**config.mk**
```make
export PLATFORM = sky130hd
export DESIGN_NAME = lcd_timing
export DESIGN_NICKNAME = d
export VERILOG_FILES = /design/src/rtl/lcd_pkg.sv /design/src/rtl/lcd_sync_counter.sv /design/src/rtl/lcd_timing.sv
export SDC_FILE = /design/constraint.sdc
export NUM_CORES = 1
export LEC_CHECK = 0
export CAP_MARGIN = 20
export CORE_MARGIN = 3
export CORE_UTILIZATION = 54
export CTS_BUF_LIST = sky130_fd_sc_hd__clkbuf_8 sky130_fd_sc_hd__clkbuf_16
export DETAILED_ROUTE_END_ITERATION = 6
export PLACE_DENSITY = 0.83
export SYNTH_ARGS = -nofsm -noshare
export SYNTH_HDL_FRONTEND = slang
export SYNTH_SLANG_ARGS = --single-unit
```
**constraint.sdc**
```tcl
create_clock -name pclk -period 3.7 [get_ports pclk]
set_clock_uncertainty 0.2 [all_clocks]
set_input_delay 0.555 -clock pclk [delete_from_list [all_inputs] [get_ports pclk]]
set_output_delay 0.555 -clock pclk [all_outputs]
set_load 0.05 [all_outputs]
```
**src/rtl/lcd_pkg.sv**
```systemverilog
// Shared timing defaults, RGB565 layout and colour-bar table for the LCD timing generator.
// Colour bars exist only when LCD_TEST_PATTERN_EN is defined.
package lcd_pkg;

  localparam int DEF_H_ACTIVE = 800;
  localparam int DEF_H_FP     = 40;
  localparam int DEF_H_SYNC   = 128;
  localparam int DEF_H_BP     = 88;

  localparam int DEF_V_ACTIVE = 480;
  localparam int DEF_V_FP     = 13;
  localparam int DEF_V_SYNC   = 3;
  localparam int DEF_V_BP     = 29;

  localparam int R_W   = 5;
  localparam int G_W   = 6;
  localparam int B_W   = 5;
  localparam int RGB_W = R_W + G_W + B_W;

  typedef enum logic [1:0] {
    RGN_ACTIVE,
    RGN_FP,
    RGN_SYNC,
    RGN_BP
  } region_t;

  typedef struct packed {
    logic [R_W-1:0] r;
    logic [G_W-1:0] g;
    logic [B_W-1:0] b;
  } rgb565_t;

  // White, yellow, cyan, green, magenta, red, blue, black.
  localparam int N_BARS = 8;
  localparam logic [RGB_W-1:0] BAR_RGB [N_BARS] = '{
    16'hFFFF, 16'hFFE0, 16'h07FF, 16'h07E0,
    16'hF81F, 16'hF800, 16'h001F, 16'h0000
  };

  function automatic rgb565_t to_rgb565(input logic [RGB_W-1:0] raw);
    return rgb565_t'(raw);
  endfunction

endpackage

```
**src/rtl/lcd_sync_counter.sv**
```systemverilog
// One timing axis: a wrapping counter with active / front porch / sync / back porch decode.
// Used once per pixel (horizontal) and once per line (vertical).
module lcd_sync_counter
  import lcd_pkg::*;
#(
  parameter int ACTIVE = DEF_H_ACTIVE,
  parameter int FP     = DEF_H_FP,
  parameter int SYNC   = DEF_H_SYNC,
  parameter int BP     = DEF_H_BP,
  parameter int W      = $clog2(ACTIVE + FP + SYNC + BP)
) (
  input  logic         pclk,
  input  logic         SYS_RSTn,
  input  logic         run,
  input  logic         en,
  output logic [W-1:0] count_next,
  output logic         last,
  output logic         active,
  output logic         sync
);

  localparam int TOTAL = ACTIVE + FP + SYNC + BP;
  localparam logic [W-1:0] LAST_C     = W'(TOTAL - 1);
  localparam logic [W-1:0] FP_START   = W'(ACTIVE);
  localparam logic [W-1:0] SYNC_START = W'(ACTIVE + FP);
  localparam logic [W-1:0] BP_START   = W'(ACTIVE + FP + SYNC);

  logic [W-1:0] count;
  region_t      region;

  assign last = (count == LAST_C);

  // Held at zero until the top starts running, so the first live cycle is position 0.
  always_comb begin
    // NOTE: default assignment first keeps this always_comb free of inferred latches.
    count_next = count;
    if (!run)    count_next = '0;
    else if (en) count_next = last ? '0 : count + W'(1);
  end

  always_ff @(posedge pclk) begin
    if (!SYS_RSTn) count <= '0;
    else           count <= count_next;
  end

  always_comb begin
    region = RGN_BP;
    if (count < FP_START)        region = RGN_ACTIVE;
    else if (count < SYNC_START) region = RGN_FP;
    else if (count < BP_START)   region = RGN_SYNC;
  end

  assign active = (region == RGN_ACTIVE);
  assign sync   = (region == RGN_SYNC);

endmodule

```
**src/rtl/lcd_timing.sv**
```systemverilog
// RGB565 LCD timing generator: H/V counters, registered sync/den/colour, underrun fill.
// Define LCD_TEST_PATTERN_EN to add the test_mode port and 8-bar colour pattern.
module lcd_timing
  import lcd_pkg::*;
#(
  parameter int               H_ACTIVE = DEF_H_ACTIVE,
  parameter int               H_FP     = DEF_H_FP,
  parameter int               H_SYNC   = DEF_H_SYNC,
  parameter int               H_BP     = DEF_H_BP,
  parameter int               V_ACTIVE = DEF_V_ACTIVE,
  parameter int               V_FP     = DEF_V_FP,
  parameter int               V_SYNC   = DEF_V_SYNC,
  parameter int               V_BP     = DEF_V_BP,
  parameter logic [RGB_W-1:0] FILL_RGB = 16'hFFFF
) (
  input  logic             pclk,
  input  logic             SYS_RSTn,
  input  logic [RGB_W-1:0] pix_data,
  input  logic             pix_valid,
`ifdef LCD_TEST_PATTERN_EN
  input  logic             test_mode,
`endif
  output logic             pix_req,
  output logic             line_start,
  output logic             frame_start,
  output logic [R_W-1:0]   red,
  output logic [G_W-1:0]   green,
  output logic [B_W-1:0]   blue,
  output logic             hsync,
  output logic             vsync,
  output logic             den,
  output logic             underrun
);

  localparam int H_TOTAL = H_ACTIVE + H_FP + H_SYNC + H_BP;
  localparam int V_TOTAL = V_ACTIVE + V_FP + V_SYNC + V_BP;
  localparam int HW      = $clog2(H_TOTAL);
  localparam int VW      = $clog2(V_TOTAL);

  localparam logic [VW-1:0] V_LAST     = VW'(V_TOTAL - 1);
  localparam logic [VW-1:0] V_LEAD_LIM = VW'(V_ACTIVE - 1);

  logic             run;
  logic [HW-1:0]    h_next;
  logic [VW-1:0]    v_next;
  logic             h_last, v_last;
  logic             h_active, v_active;
  logic             h_sync, v_sync;
  logic             in_active;
  logic             miss;
  logic             und_pend;
  logic [RGB_W-1:0] next_rgb;
  rgb565_t          pix_q;

  lcd_sync_counter #(
    .ACTIVE (H_ACTIVE),
    .FP     (H_FP),
    .SYNC   (H_SYNC),
    .BP     (H_BP),
    .W      (HW)
  ) u_h_cnt (
    .pclk       (pclk),
    .SYS_RSTn   (SYS_RSTn),
    .run        (run),
    .en         (1'b1),
    .count_next (h_next),
    .last       (h_last),
    .active     (h_active),
    .sync       (h_sync)
  );

  lcd_sync_counter #(
    .ACTIVE (V_ACTIVE),
    .FP     (V_FP),
    .SYNC   (V_SYNC),
    .BP     (V_BP),
    .W      (VW)
  ) u_v_cnt (
    .pclk       (pclk),
    .SYS_RSTn   (SYS_RSTn),
    .run        (run),
    .en         (h_last),
    .count_next (v_next),
    .last       (v_last),
    .active     (v_active),
    .sync       (v_sync)
  );

  assign in_active = run && h_active && v_active;

`ifdef LCD_TEST_PATTERN_EN
  localparam int BAR_W = H_ACTIVE / N_BARS;
  localparam int PXW   = (BAR_W > 1) ? $clog2(BAR_W) : 1;
  localparam logic [PXW-1:0] BAR_LAST = PXW'(BAR_W - 1);

  logic [PXW-1:0] bar_px;
  logic [2:0]     bar_idx;

  // Tracks h / BAR_W incrementally so no divider is needed.
  always_ff @(posedge pclk) begin
    if (!SYS_RSTn || h_next == '0) begin
      bar_px  <= '0;
      bar_idx <= '0;
    end else if (bar_px == BAR_LAST) begin
      bar_px  <= '0;
      bar_idx <= bar_idx + 3'd1;
    end else begin
      bar_px  <= bar_px + PXW'(1);
    end
  end

  assign pix_req = in_active && !test_mode;
`else
  assign pix_req = in_active;
`endif

  assign miss = pix_req && !pix_valid;

  always_comb begin
    next_rgb = '0;
    if (in_active) next_rgb = pix_valid ? pix_data : FILL_RGB;
`ifdef LCD_TEST_PATTERN_EN
    if (in_active && test_mode) next_rgb = BAR_RGB[bar_idx];
`endif
  end

  // frame_start/line_start are decoded from the next counter state so they
  // coincide with h=0; den/sync/colour lag the counters by one pclk.
  always_ff @(posedge pclk) begin
    // NOTE: sequential state uses <= so every register samples pre-edge values.
    if (!SYS_RSTn) begin
      run         <= 1'b0;
      den         <= 1'b0;
      hsync       <= 1'b0;
      vsync       <= 1'b0;
      frame_start <= 1'b0;
      line_start  <= 1'b0;
      pix_q       <= '0;
    end else begin
      run         <= 1'b1;
      den         <= in_active;
      hsync       <= run && h_sync;
      vsync       <= run && v_sync;
      frame_start <= !run || (h_last && v_last);
      line_start  <= (h_next == '0) && ((v_next == V_LAST) || (v_next < V_LEAD_LIM));
      pix_q       <= to_rgb565(next_rgb);
    end
  end

  // Clear on frame_start wins; a miss in that same cycle is replayed one cycle later.
  always_ff @(posedge pclk) begin
    if (!SYS_RSTn) begin
      underrun <= 1'b0;
      und_pend <= 1'b0;
    end else if (frame_start) begin
      underrun <= 1'b0;
      und_pend <= miss;
    end else begin
      if (miss || und_pend) underrun <= 1'b1;
      und_pend <= 1'b0;
    end
  end

  assign red   = pix_q.r;
  assign green = pix_q.g;
  assign blue  = pix_q.b;

endmodule

```
==> results of run 1 <==
==> final timing paths <==
path / startpoint / endpoint / slack [ns] / cells after the start
worst max-delay path: u_h_cnt.count[5] / pix_req / 0.61 / 4
worst min-delay path: frame_start / underrun / 0.26 / 1
worst max register to register: u_h_cnt.count[0] / line_start / 0.94 / 7
worst min register to register: frame_start / underrun / 0.26 / 1
==> flip-flops by register name (all words and copies together) (netlist names) <==
signal,count
green,6
u_h_cnt.count,11
run,1
blue,5
line_start,1
frame_start,1
u_v_cnt.count,10
underrun,1
und_pend,1
vsync,1
den,1
red,5
hsync,1
==> power by group through the flow <==
stage	clock, mW	combinational, mW	sequential, mW
floorplan	0	0.0256	0.557
CTS	0.363	0.117	0.504
global route	0.382	0.123	0.506
detailed placement	0	0.117	0.516
global placement	0	0.116	0.515
finish	0.359	0.116	0.504
==> layout make-up <==
class	instances	area (sq um)	share of cell area [%]
clock buffer	5	68.8	2.67
clock inverter	2	35.0	1.36
sequential	45	901	35.0
multi-input combinational	165	1080	41.9
tap	46	57.6	2.24
timing repair buffer	41	410	15.9
inverter	6	22.5	0.875
==> metal layers <==
layer | wire length (um) | up-vias | part of all wire (%)
li1 | - | 887 | -
met1 | 2110 | 815 | 47
met2 | 1820 | 81 | 41
met3 | 466 | 11 | 10
met4 | 93 | 0 | 2.1
met5 | 0 | - | 0
==> stage by stage <==
| stage | area, sq um | worst slack [ns] | hold WS, ns | total power [mW] |
|---|---|---|---|---|
| 2_1_floorplan | 2070 | 1.40 | 0.265 | 0.583 |
| 6_report | 2570 | 0.610 | 0.264 | 0.979 |
| 3_5_place_dp | 2470 | 0.946 | 0.254 | 0.632 |
| 4_1_cts | 2570 | 0.619 | 0.265 | 0.984 |
| 5_1_grt | 2570 | 0.511 | 0.272 | 1.01 |
| 3_3_place_gp | 2470 | 1.00 | 0.234 | 0.631 |
==> cell families (layout without fill, tap and decap cells) <==
logic type                 after synthesis  count (layout)  synth area share (%)
and+or+nand+nor                         95              95                  24.0
AOI/OAI and AO/OA                       47              47                  17.8
DFF                                     45              45                  43.5
buffers and inverters                   22              54                  4.53
xor gates and xnor gates                20              20                  8.45
adders and majority gates                3               3                  1.81
==> critical path, cell delays in order (launching register included) <==
cell             delay [ns]
dfxtp_1                0.41
nor3_2                 0.37
nand3b_1               0.18
and4_1                 0.24
clkdlybuf4s50_1        0.83
==> cell usage in the layout (no fill, tap or decap), types with 3 or more instances in the layout <==
| cell type | n |
|---|---|
| a211oi_1 | 3 |
| a31oi_1 | 6 |
| and3_1 | 3 |
| and4_1 | 5 |
| clkbuf_8 | 5 |
| clkdlybuf4s50_1 | 41 |
| dfxtp_1 | 45 |
| ha_1 | 3 |
| inv_1 | 4 |
| nand2_1 | 20 |
| nand3_1 | 9 |
| nand4_1 | 5 |
| nor2_1 | 29 |
| nor3_1 | 6 |
| nor4_1 | 6 |
| o21a_1 | 17 |
| xnor2_1 | 9 |
| xor2_1 | 11 |
==> flow_summary.ini, run 1 <==
[outcome]
status = finished, final reports clean

[placed_design]
dp_hpwl_um = 3130
place.port_buffers = 41
dp.cells = 303
gp_congestion = 0.900

[setup_path]
arrival_ns = 2.33
cp_max_fo = 10
worst-endpoint-required_ns = 2.94
cp-end-kind = output port
critical_path_class = flop to output port
start_kind = flop

[routing]
firstDrtPassIters = 4
viasPerCell = 5.79
vias = 1794
drc = 0
wl_per_cell_um = 14.5
wirelength_um = 4490
drtAntennaViolNets = 0
drt_iter0_drc = 117

[cts]
clock_path_buffers = 2
postCtsResizedCells = 0
h-tree-depth = 2
holdBufCountCts = 0
path_clk_slew_ns = 0.08
cts_buffers = 5
ctsRootBufferMaster = clkbuf_8
cts_tree = built
clock_latency_ns = 0.30
clock_sinks = 45
cts_setup_buffers = 0

[synth]
yosysMostFrequentCell = dfxtp_1
synth_cell_types = 46
syn_area_per_cell_sq_um = 8.94
synthCells = 232
synth_top_area_share_pct = 43.5
synth_flop_cell = dfxtp_1
synthArstFlopShare_pct = 0
yosys-top-cells-count = 45 x dfxtp_1, 29 x nor2_1, 20 x nand2_1, 17 x o21a_1, 11 x xor2_1
synth_seq_cells = 45
yosysWarnings = 0
synth_edf_count = 0
yosysTopAreaCell = dfxtp_1
synth.area.top_cells = dfxtp_1 43%, o21a_1 6.2%, nor2_1 5.3%
syn_nets = 254
synth_seq_area_share_pct = 43.5
syn_area_sq_um = 2070

[finish]
fin_cells = 310
num-fill-cells = 284
fin_util_pct = 73.1
drive_gt1_share_pct = 4.92
area_growth_pct = 24.1
diodes = 0
nNetsFinal = 286

[power]
netSwitchingPower_uw = 238
vdd_drop_max_mv = 0.165
p_per_area_nw_per_um2 = 380
seq_power_share_pct = 51.5
power.internal_uw = 741
combinationalPowerShare_pct = 11.9
swShare_pct = 24.3
p_leak_nw = 0.919
clock_power_share_pct = 36.7

[global_routing]
grtUsageTotal_pct = 20.6
grt.overflow.total = 0
met2_usage_pct = 30.2
grt_antenna_before_repair = 0
met1_usage_pct = 28.7
grt_max_degree = 20
grt_pass1_wl_um = 7200
grt.busiest_layer = met2
grt_util_met3_pct = 4.43
grt_pass1_vias = 1525

[timing]
period_share_pct = 83.5
clock.fmax_mhz = 324
finalSetupTns_ns = 0
hold_violations = 0
slew_headroom_pct = 60.8
grt_setup_unrepaired = false
finalSetupViolCount = 0
fin_crit_ns = 3.09
final_max_slew_viol_count = 0
tightest_slew_ns = 0.582

[floorplanning]
fp.dieW_um = 68.0
io_pins = 42
placementRows = 21
die_area_sq_um = 4620
start_util_pct = 58.9
core_area_sq_um = 3520
die_h_um = 68.0

[flow_run]
maxCapViolCount = 0

[worst_hold_path]
min_path_type = flop to flop
(Power assumes the default switching activity.)
==> run 2, diff against run 1 <==
Settings changed: CORE_UTILIZATION 54 to 46, PLACE_DENSITY 0.83 to 0.76.
Clock period 3.7 ns to 2.5 ns, I/O delays scaled along.
==> flow_summary.ini, run 2 (synthesis gave the netlist of run 1 again) <==
[routing]
drc = 0
viasPerCell = 5.55
wl_per_cell_um = 13.9
drtAntennaViolNets = 0
vias = 1821
drt_iter0_drc = 76
firstDrtPassIters = 4
wirelength_um = 4570

[power]
vdd_drop_max_mv = 0.281
total_power_mw = 1.49
clock_power_share_pct = 38.0
combinationalPowerShare_pct = 12.0
p_per_area_nw_per_um2 = 549
swShare_pct = 23.8
power.internal_mw = 1.14
netSwitchingPower_uw = 354
seq_power_share_pct = 50.0
p_leak_nw = 0.994

[global_routing]
grt_pass1_vias = 1643
grt_antenna_before_repair = 0
grt_max_degree = 19
grtUsageTotal_pct = 17.8
grt_pass1_wl_um = 7570
grt.overflow.total = 0

[floorplanning]
start_util_pct = 49.7
placementRows = 23
die_area_sq_um = 5350
fp.dieW_um = 73.1
io_pins = 42
die_h_um = 73.1
core_area_sq_um = 4170

[timing]
finalSetupTns_ns = 0
slew_headroom_pct = 65.8
period_share_pct = 95.9
final_max_slew_viol_count = 0
fin_crit_ns = 2.40
finalSetupViolCount = 0
grt_setup_unrepaired = false
fin_ws_ns = 0.103
clock.fmax_mhz = 417
tightest_slew_ns = 0.511
hold_violations = 0

[finish]
diodes = 0
final_common_cell = dfxtp_1
largest-register = u_h_cnt.count
drive_gt1_share_pct = 11.5
largest_reg_flops = 11
fin_util_pct = 65.1
nNetsFinal = 299
design_area_sq_um = 2720
area_growth_pct = 31.0
layout_common_cells = 45 x dfxtp_1, 40 x clkdlybuf4s50_1, 28 x nor2_1

[placed_design]
place.port_buffers = 41
dp_slack_ns = 0.0663
dp_hpwl_um = 3390
gp_congestion = 0.870
place_area_sq_um = 2580

[worst_hold_path]
min_path_type = flop to flop
whs_path_depth = 1
min_from = frame_start
hold_path_end = underrun

[cts]
cts_buffers = 5
clock_sinks = 45
cts_setup_buffers = 0
h-tree-depth = 2
cts_tree = built
path_clk_slew_ns = 0.09
clock_latency_ns = 0.29
clock_path_buffers = 2
ctsRootBufferMaster = clkbuf_8
postCtsResizedCells = 0
holdBufCountCts = 0

[setup_path]
cp_num_buf_inv = 1
cp_slowest_cell = or4_4
cp_max_fo = 5
worst-endpoint-required_ns = 2.52
reg2reg_slack_ns = 0.10
cpPeakStageDelay_ns = 0.44
r2r.worst_path.cells = 8
r2r-end = line_start
arrival_ns = 2.42
critical_path_class = flop to flop
cp-end-kind = flop
start_kind = flop
reg2reg_from = u_v_cnt.count[0]
path_cells = inv_1, ha_1, or4b_1, or4_4, o21a_4, o21ai_2, a41oi_1, a31oi_1
crit_family = simple AND/OR/NAND/NOR gates

[outcome]
status = finished, final reports clean

[flow_run]
maxCapViolCount = 0
run 2: worst reg2reg max path: cells and delay by family (launching register included):
family          cells  cell delay [ns]
flops               1             0.36
buf+inv             1             0.11
simple gates        2             0.87
fa+ha+maj           1             0.18
compound gates      4             0.62
run 2: worst max path at each step:
stage,from,end,slack [ns],cells past startpoint
6_report,u_v_cnt.count[0],line_start,0.10,8
5_1_grt,u_h_cnt.count[1],line_start,0.01,7
4_1_cts,u_v_cnt.count[0],u_v_cnt.count[2],0.06,7
3_5_place_dp,u_v_cnt.count[0],u_v_cnt.count[2],0.07,7
3_3_place_gp,u_v_cnt.count[0],u_v_cnt.count[3],0.17,7
2_1_floorplan,u_h_cnt.count[0],line_start,0.20,8
run 2: power by group through the flow:
stage	registers, mW	clock network [mW]	logic [mW]
detailed placement	0.762	0	0.180
CTS	0.745	0.577	0.180
finish	0.745	0.566	0.179
floorplan	0.825	0	0.0379
global placement	0.761	0	0.178
global route	0.747	0.604	0.189
run 2: area by class of cell:
type / count / area [sq um]
Clock buffer: 6 / 82.6
Tap cell: 50 / 62.6
Multi-Input combinational cell: 165 / 1090
Sequential cell: 45 / 901
Timing Repair Buffer: 54 / 518
Fill cell: 358 / 1460
Clock inverter: 2 / 37.5
Inverter: 6 / 22.5
run 2: routing by layer:
| layer | track usage, % | vias to the layer above | part of all wire [%] |
|---|---|---|---|
| met5 | 0 | - | 0 |
| met4 | 5.53 | 0 | 0.68 |
| met3 | 3.99 | 2 | 9.4 |
| met2 | 28.0 | 76 | 44 |
| met1 | 24.3 | 822 | 45 |
| li1 | - | 921 | - |
run 2: per-stage QoR:
stage / hold slack (ns) / std cells
after floorplan: 0.203 / 232
after global placement: 0.235 / 320
after detailed placement: 0.240 / 320
after CTS: 0.249 / 328
after global routing: 0.305 / 328
final: 0.253 / 328
